`config.mk`:
```
export PLATFORM = sky130hd
export DESIGN_NAME = muldiv_seq
export DESIGN_NICKNAME = d
export VERILOG_FILES = /design/src/rtl/muldiv_seq_pkg.sv /design/src/rtl/muldiv_step.sv /design/src/rtl/muldiv_seq.sv
export SDC_FILE = /design/constraint.sdc
export NUM_CORES = 1
export LEC_CHECK = 0
export CORE_MARGIN = 2
export CORE_UTILIZATION = 35
export DETAILED_ROUTE_END_ITERATION = 7
export GPL_ROUTABILITY_DRIVEN = 0
export PLACE_DENSITY = 0.49
export SYNTH_ARGS = -nofsm -noshare
export SYNTH_HDL_FRONTEND = slang
export SYNTH_HIERARCHICAL = 1
export SYNTH_SLANG_ARGS = --single-unit
```
`constraint.sdc`:
```
create_clock -name clk -period 8.5 [get_ports clk]
set_input_delay 0.85 -clock clk [delete_from_list [all_inputs] [get_ports clk]]
set_output_delay 0.85 -clock clk [all_outputs]
set_load 0.01 [all_outputs]
```
`src/rtl/muldiv_seq_pkg.sv`:
```
// Shared types and op codes for the multiply/divide sequencer.
// Consumers: muldiv_seq, muldiv_step and the bench.
package muldiv_seq_pkg;

  localparam int CPU_MULDIVOP_WIDTH = 3;

  localparam logic [CPU_MULDIVOP_WIDTH-1:0] CPU_MULDIVOP_NONE  = 3'd0;
  localparam logic [CPU_MULDIVOP_WIDTH-1:0] CPU_MULDIVOP_MULT  = 3'd1;
  localparam logic [CPU_MULDIVOP_WIDTH-1:0] CPU_MULDIVOP_MULTU = 3'd2;
  localparam logic [CPU_MULDIVOP_WIDTH-1:0] CPU_MULDIVOP_DIV   = 3'd3;
  localparam logic [CPU_MULDIVOP_WIDTH-1:0] CPU_MULDIVOP_DIVU  = 3'd4;
  localparam logic [CPU_MULDIVOP_WIDTH-1:0] CPU_MULDIVOP_MTHI  = 3'd5;
  localparam logic [CPU_MULDIVOP_WIDTH-1:0] CPU_MULDIVOP_MTLO  = 3'd6;

  typedef enum logic [1:0] {
    ST_IDLE = 2'd0,
    ST_RUN  = 2'd1,
    ST_FIX  = 2'd2
  } state_e;

  typedef enum logic {
    MODE_MUL = 1'b0,
    MODE_DIV = 1'b1
  } step_mode_e;

endpackage

```
`src/rtl/muldiv_step.sv`:
```
// One combinational iteration: shift-add multiply (multiplier in lo, product
// grows into hi) or restoring divide (dividend shifts out of lo, quotient in).
module muldiv_step
  import muldiv_seq_pkg::*;
#(
  parameter int WIDTH = 32
) (
  input  step_mode_e       mode,
  input  logic [WIDTH-1:0] hi_i,
  input  logic [WIDTH-1:0] lo_i,
  input  logic [WIDTH-1:0] opnd_i,
  output logic [WIDTH-1:0] hi_o,
  output logic [WIDTH-1:0] lo_o
);

  logic [WIDTH:0] sum_s;
  logic [WIDTH:0] shifted_s;
  logic [WIDTH:0] diff_s;

  // The top bit of diff_s is the borrow: set only when the divisor does not fit.
  always_comb begin
    sum_s     = {1'b0, hi_i} + (lo_i[0] ? {1'b0, opnd_i} : {(WIDTH+1){1'b0}});
    shifted_s = {hi_i, lo_i[WIDTH-1]};
    diff_s    = shifted_s - {1'b0, opnd_i};
    hi_o      = hi_i;
    lo_o      = lo_i;
    case (mode)
      MODE_MUL: begin
        hi_o = sum_s[WIDTH:1];
        lo_o = {sum_s[0], lo_i[WIDTH-1:1]};
      end
      MODE_DIV: begin
        if (!diff_s[WIDTH]) begin
          hi_o = diff_s[WIDTH-1:0];
          lo_o = {lo_i[WIDTH-2:0], 1'b1};
        end else begin
          hi_o = shifted_s[WIDTH-1:0];
          lo_o = {lo_i[WIDTH-2:0], 1'b0};
        end
      end
      default: begin
        hi_o = hi_i;
        lo_o = lo_i;
      end
    endcase
  end

endmodule

```
`src/rtl/muldiv_seq.sv`:
```
// Iterative MULT/MULTU/DIV/DIVU sequencer owning HI/LO, with MTHI/MTLO writes.
// Define CPU_MULDIV_RADIX4_EN to retire two multiplier bits per RUN cycle.
module muldiv_seq
  import muldiv_seq_pkg::*;
#(
  parameter int WIDTH = 32
) (
  input  logic                          clk,
  input  logic                          rst,
  input  logic [CPU_MULDIVOP_WIDTH-1:0] op,
  input  logic                          start,
  input  logic                          cancel,
  input  logic [WIDTH-1:0]              a,
  input  logic [WIDTH-1:0]              b,
  output logic                          busy,
  output logic [WIDTH-1:0]              hi,
  output logic [WIDTH-1:0]              lo
);

  localparam int CNT_W = $clog2(WIDTH + 1);
  localparam logic [CNT_W-1:0] N_DIV = CNT_W'(WIDTH);
`ifdef CPU_MULDIV_RADIX4_EN
  localparam logic [CNT_W-1:0] N_MUL = CNT_W'(WIDTH / 2);
`else
  localparam logic [CNT_W-1:0] N_MUL = CNT_W'(WIDTH);
`endif

  function automatic logic [WIDTH-1:0] neg_w(input logic [WIDTH-1:0] v);
    return ~v + WIDTH'(1);
  endfunction

  state_e           state_q, state_d;
  step_mode_e       mode_q, mode_d;
  logic [CNT_W-1:0] cnt_q, cnt_d;
  logic [WIDTH-1:0] acc_hi_q, acc_hi_d, acc_lo_q, acc_lo_d;
  logic [WIDTH-1:0] opnd_q, opnd_d, a_q, a_d;
  logic [WIDTH-1:0] hi_q, hi_d, lo_q, lo_d;
  logic             neg_q, neg_d, rem_neg_q, rem_neg_d, div0_q, div0_d;
  logic             busy_q, busy_d;

  logic             is_signed_s, sa_s, sb_s;
  logic [WIDTH-1:0] mag_a_s, mag_b_s;
  logic [WIDTH-1:0] s0_hi_s, s0_lo_s, step_hi_s, step_lo_s;
  logic [2*WIDTH-1:0] prod_s, prod_fix_s;

  assign is_signed_s = (op == CPU_MULDIVOP_MULT) || (op == CPU_MULDIVOP_DIV);
  assign sa_s        = is_signed_s & a[WIDTH-1];
  assign sb_s        = is_signed_s & b[WIDTH-1];
  assign mag_a_s     = sa_s ? neg_w(a) : a;
  assign mag_b_s     = sb_s ? neg_w(b) : b;
  assign prod_s      = {acc_hi_q, acc_lo_q};
  assign prod_fix_s  = neg_q ? (~prod_s + (2*WIDTH)'(1)) : prod_s;

  muldiv_step #(.WIDTH(WIDTH)) u_step0 (
    .mode   (mode_q),
    .hi_i   (acc_hi_q),
    .lo_i   (acc_lo_q),
    .opnd_i (opnd_q),
    .hi_o   (s0_hi_s),
    .lo_o   (s0_lo_s)
  );

`ifdef CPU_MULDIV_RADIX4_EN
  logic [WIDTH-1:0] s1_hi_s, s1_lo_s;

  muldiv_step #(.WIDTH(WIDTH)) u_step1 (
    .mode   (mode_q),
    .hi_i   (s0_hi_s),
    .lo_i   (s0_lo_s),
    .opnd_i (opnd_q),
    .hi_o   (s1_hi_s),
    .lo_o   (s1_lo_s)
  );

  // Divide keeps radix 2; only multiply consumes the second stage.
  assign step_hi_s = (mode_q == MODE_MUL) ? s1_hi_s : s0_hi_s;
  assign step_lo_s = (mode_q == MODE_MUL) ? s1_lo_s : s0_lo_s;
`else
  assign step_hi_s = s0_hi_s;
  assign step_lo_s = s0_lo_s;
`endif

  // Next-state, datapath and HI/LO update.
  always_comb begin
    state_d   = state_q;
    mode_d    = mode_q;
    cnt_d     = cnt_q;
    acc_hi_d  = acc_hi_q;
    acc_lo_d  = acc_lo_q;
    opnd_d    = opnd_q;
    a_d       = a_q;
    neg_d     = neg_q;
    rem_neg_d = rem_neg_q;
    div0_d    = div0_q;
    hi_d      = hi_q;
    lo_d      = lo_q;
    case (state_q)
      ST_IDLE: begin
        if (start && !cancel) begin
          case (op)
            CPU_MULDIVOP_MULT, CPU_MULDIVOP_MULTU: begin
              mode_d    = MODE_MUL;
              acc_hi_d  = '0;
              acc_lo_d  = mag_b_s;
              opnd_d    = mag_a_s;
              cnt_d     = N_MUL;
              neg_d     = sa_s ^ sb_s;
              rem_neg_d = 1'b0;
              div0_d    = 1'b0;
              a_d       = a;
              state_d   = ST_RUN;
            end
            CPU_MULDIVOP_DIV, CPU_MULDIVOP_DIVU: begin
              mode_d    = MODE_DIV;
              acc_hi_d  = '0;
              acc_lo_d  = mag_a_s;
              opnd_d    = mag_b_s;
              cnt_d     = N_DIV;
              neg_d     = sa_s ^ sb_s;
              rem_neg_d = sa_s;
              div0_d    = (b == '0);
              a_d       = a;
              state_d   = ST_RUN;
            end
            CPU_MULDIVOP_MTHI: hi_d = a;
            CPU_MULDIVOP_MTLO: lo_d = a;
            default: state_d = ST_IDLE;
          endcase
        end else begin
          state_d = ST_IDLE;
        end
      end
      ST_RUN: begin
        if (cancel) begin
          state_d = ST_IDLE;
        end else begin
          acc_hi_d = step_hi_s;
          acc_lo_d = step_lo_s;
          cnt_d    = cnt_q - CNT_W'(1);
          if (cnt_q == CNT_W'(1)) begin
            state_d = ST_FIX;
          end else begin
            state_d = ST_RUN;
          end
        end
      end
      ST_FIX: begin
        state_d = ST_IDLE;
        if (cancel) begin
          hi_d = hi_q;
        end else if (mode_q == MODE_MUL) begin
          hi_d = prod_fix_s[2*WIDTH-1:WIDTH];
          lo_d = prod_fix_s[WIDTH-1:0];
        end else if (div0_q) begin
          hi_d = a_q;
          lo_d = {WIDTH{1'b1}};
        end else begin
          hi_d = rem_neg_q ? neg_w(acc_hi_q) : acc_hi_q;
          lo_d = neg_q ? neg_w(acc_lo_q) : acc_lo_q;
        end
      end
      default: state_d = ST_IDLE;
    endcase
    busy_d = (state_d != ST_IDLE);
  end

  // State register with synchronous reset.
  always_ff @(posedge clk) begin
    if (rst) begin
      state_q   <= ST_IDLE;
      mode_q    <= MODE_MUL;
      cnt_q     <= '0;
      acc_hi_q  <= '0;
      acc_lo_q  <= '0;
      opnd_q    <= '0;
      a_q       <= '0;
      neg_q     <= 1'b0;
      rem_neg_q <= 1'b0;
      div0_q    <= 1'b0;
      hi_q      <= '0;
      lo_q      <= '0;
      busy_q    <= 1'b0;
    end else begin
      state_q   <= state_d;
      mode_q    <= mode_d;
      cnt_q     <= cnt_d;
      acc_hi_q  <= acc_hi_d;
      acc_lo_q  <= acc_lo_d;
      opnd_q    <= opnd_d;
      a_q       <= a_d;
      neg_q     <= neg_d;
      rem_neg_q <= rem_neg_d;
      div0_q    <= div0_d;
      hi_q      <= hi_d;
      lo_q      <= lo_d;
      busy_q    <= busy_d;
    end
  end

  assign busy = busy_q;
  assign hi   = hi_q;
  assign lo   = lo_q;

endmodule

```
==> metrics.md <==
| Metric | Value |
|---|---|
| Compound-Gate Fraction of Synth Area | `0.274` |
| Multiplexer share of the synthesized area | `0.0367` |
| Routed Antenna Nets | `0` |
| Reg2reg setup slack | `4080 ps` |
| Status | `finished, final reports clean` |
| Clock Sinks | `about 210` |
| Post-Synth Adder-Cell Area | `0.0522` |
| Clock Skew | `15.1 ps` |
| Area grow syn2layout | `15.1%` |
| Hpwl dp | `~56,000 um` |
| Drt first pass iters | `6` |
| Number of global-route vias before repair | `~18,000` |
| Hold bufs inserted after CTS | `0` |
| Critical path fanouts, max | `33` |
| Worst rel slew slack | `0.0879` |
| Post-synthesis xor/xnor area fraction | `0.0903` |
| Hold Violations, Final | `0` |
| CTS Root Cell | `clkbuf_16` |
| CTS Buffer Depth | `3` |
| DR DRC count | `0` |
| Max frequency | `226 MHz` |
| Post-CTS Setup Inserts | `0` |
| PwrDens | `about 150 mW/mm2` |
| Initial antenna violation count | `0` |
| Number of setup violations in the final report | `0` |
| Worst slew pin tran | `between 1000 and 1500 ps` |
| Initial Util | `0.352` |
| Pin count of the biggest net entering global routing | `73` |
| Largest family of logic cells by synthesized area | `compound AO/OA/AOI/OAI gates` |
| Synthesized area per cell | `7.19 um2` |
| VDD IR max | `~0.15 mV` |
| Die Ht | `228 um` |
| Asr flop ratio synth | `0` |
| Worst Slack Setup Final | `4080 ps` |
| WP data required | `a little under 9000 ps` |
| Area of placed instances | `roughly 0.019 mm2` |
| Setup TNS | `0 ps` |
| Design area | `about 0.02 mm2` |
| Period utilization | `0.519` |
| Per-cell routed wire length | `about 25 um` |
| Layout Nets | `~2,600` |
| Pre-CTS WS | `4170 ps` |
| Via density | `6.13` |
| Final slew viol count | `0` |
| FILL cells | `approximately 5,200` |
| Crit path from | `acc_hi_q[0]` |
| Num CTS Buffers | `26` |
| Gr ovfl total | `0` |
| Core Box Area | `0.0499 mm2` |
| Layout cell share with drive strength beyond 1 | `0.0629` |
| IO buf count | `approximately 140` |
| Synthesized flop and latch total | `between 200 and 250` |
| CTS H-tree depth | `1` |
| Chip Width | `around 230 um` |
| Syn Inst Count | `2,442` |
| Clock slew at reported path FFs | `~50 ps` |
| Worst Setup EP | `acc_hi_q[0]` |
| 1st-iter DRT viols | `around 2,100` |
| Die Footprint | `0.0520 mm2` |
| Tot GR Track Use | `0.287` |
| Worst r2r src | `acc_hi_q[0]` |
| Synth Area in Simple Gates | `0.254` |
| Post-cts sizing count | `0` |
| Critical Path Start Type | `flop` |
| Path depth of the worst reg2reg path | `13` |
| MaxCap Viol Count | `0` |
| CP Class | `reg -> reg` |
| Commonest non-fill, non-tap cell in the layout | `nand2_1` |
| CP Data Arrival Time | `~4800 ps` |
| Synthesized Nets | `approximately 2,600` |
| Number of flops mapped to enable cells by yosys | `0` |
| Layout Utilization | `0.405` |
| CTS tree | `yes` |
| Worst setup EP type | `flop` |
| N_diodes | `0` |
| HP Class | `reg -> reg` |
| RSZ-0062 raised after global routing | `no` |
| Post-Syn Area | `approximately 0.018 mm2` |
| Via count | `approximately 19,000` |
| Register area share after synthesis | `0.234` |
| Netlist cell types | `between 90 and 100` |
| Io pins | `roughly 140` |
| Min cycle time layout | `4420 ps` |
| Commonest non-fill, non-tap cells in the layout | `nand2_1 (358), a21oi_1 (250), dfxtp_1 (203)` |
| First-pass GRT wire length | `116,000 um` |
| Leakage | `between 7 and 8 nW` |
| Worst reg2reg endpoint | `acc_hi_q[0]` |
| Yosys Warn Count | `6` |
| Worst-Skew Late Latency | `~570 ps` |
| # rows | `a little over 80` |
| Synth Flop Type | `dfxtp_1` |
| Total Routed Length | `just under 80,000 um` |
[area by class of cell]
class | count | area (um2) | share of cell area
Multi-Input combinational cell | 1969 | 12500 | 0.617
Sequential cell | 205 | 4110 | 0.203
Timing Repair Buffer | 167 | 1590 | 0.0787
Tap cell | 672 | 841 | 0.0416
Clock buffer | 37 | 753 | 0.0373
Inverter | 77 | 289 | 0.0143
Clock inverter | 9 | 150 | 0.00743
[cells by family (layout without fill, tap and decap cells)]
group	after synthesis	count (layout)
flops	205	205
xor+xnor	178	178
mux	60	60
fa+ha+maj	72	72
simple gates	926	926
compound gates	733	733
buf+inv	268	290
[through the flow]
step	cells	hold slack, ps	power (mW)
global route	3136	468	3.20
CTS	3136	450	3.08
global placement	3090	440	1.87
finish	3136	448	3.08
floorplan	2442	431	1.59
detailed placement	3090	442	1.87
[per-layer routing]
metal,part of all wire,GRT usage,vias up
met5,0,0,-
met4,0.027,0.0770,0
met3,0.083,0.0475,123
met2,0.45,0.457,864
met1,0.44,0.400,9348
li1,-,-,8903
[how the worst min path moves through the flow]
stage | start | end | cells past startpoint
6_report | a_q[13] | a_q[13] | 2
5_1_grt | lo[11] | lo[11] | 2
2_1_floorplan | a_q[10] | a_q[10] | 2
4_1_cts | a_q[13] | a_q[13] | 2
3_5_place_dp | a_q[13] | a_q[13] | 2
3_3_place_gp | a_q[15] | a_q[15] | 2
[synthesized netlist by cell type (25+ instances only)]
cell type,n,area (um2)
o21ai_0,102,510
nor3_1,67,335
mux2_2,35,394
and2_1,38,238
nand3_1,67,335
mux2i_1,25,250
nor2_1,175,657
a21oi_1,250,1250
xnor2_1,108,946
or3_1,28,175
clkbuf_1,162,608
dfxtp_1,205,4100
a21o_1,26,195
a211oi_1,29,218
and3_1,25,156
a31oi_1,53,332
nand2b_1,25,156
nand2_1,359,1350
nor4_1,37,231
xor2_1,68,596
o221ai_1,35,307
inv_1,75,282
ha_1,70,876
[flip-flops by register name (all words and copies together), names as in the netlist]
signal     flops
acc_hi_q      32
busy           1
mode_q         1
cnt_q          6
a_q           32
neg_q          1
state_q        2
lo            32
hi            32
opnd_q        32
div0_q         1
rem_neg_q      1
acc_lo_q      32
[worst max-delay path: stages, from the launching register on]
cell and delay [ps]:
dfxtp_1 560, inv_1 130, fa_1 480, nand2b_1 200, a21oi_1 240, o21ai_1 240
o21ai_2 370, a31oi_4 160, a21oi_4 280, xor2_4 950, mux2i_1 180, mux2_2 310
nand2_1 60, a21oi_1 70
[power by group]
| part | internal (mW) | total (mW) | switching [mW] |
|---|---|---|---|
| sequential | 0.996 | 1.06 | 0.0671 |
| combinational | 0.290 | 0.812 | 0.522 |
| clock | 0.733 | 1.21 | 0.475 |
Power figures use the tool's default switching activity.
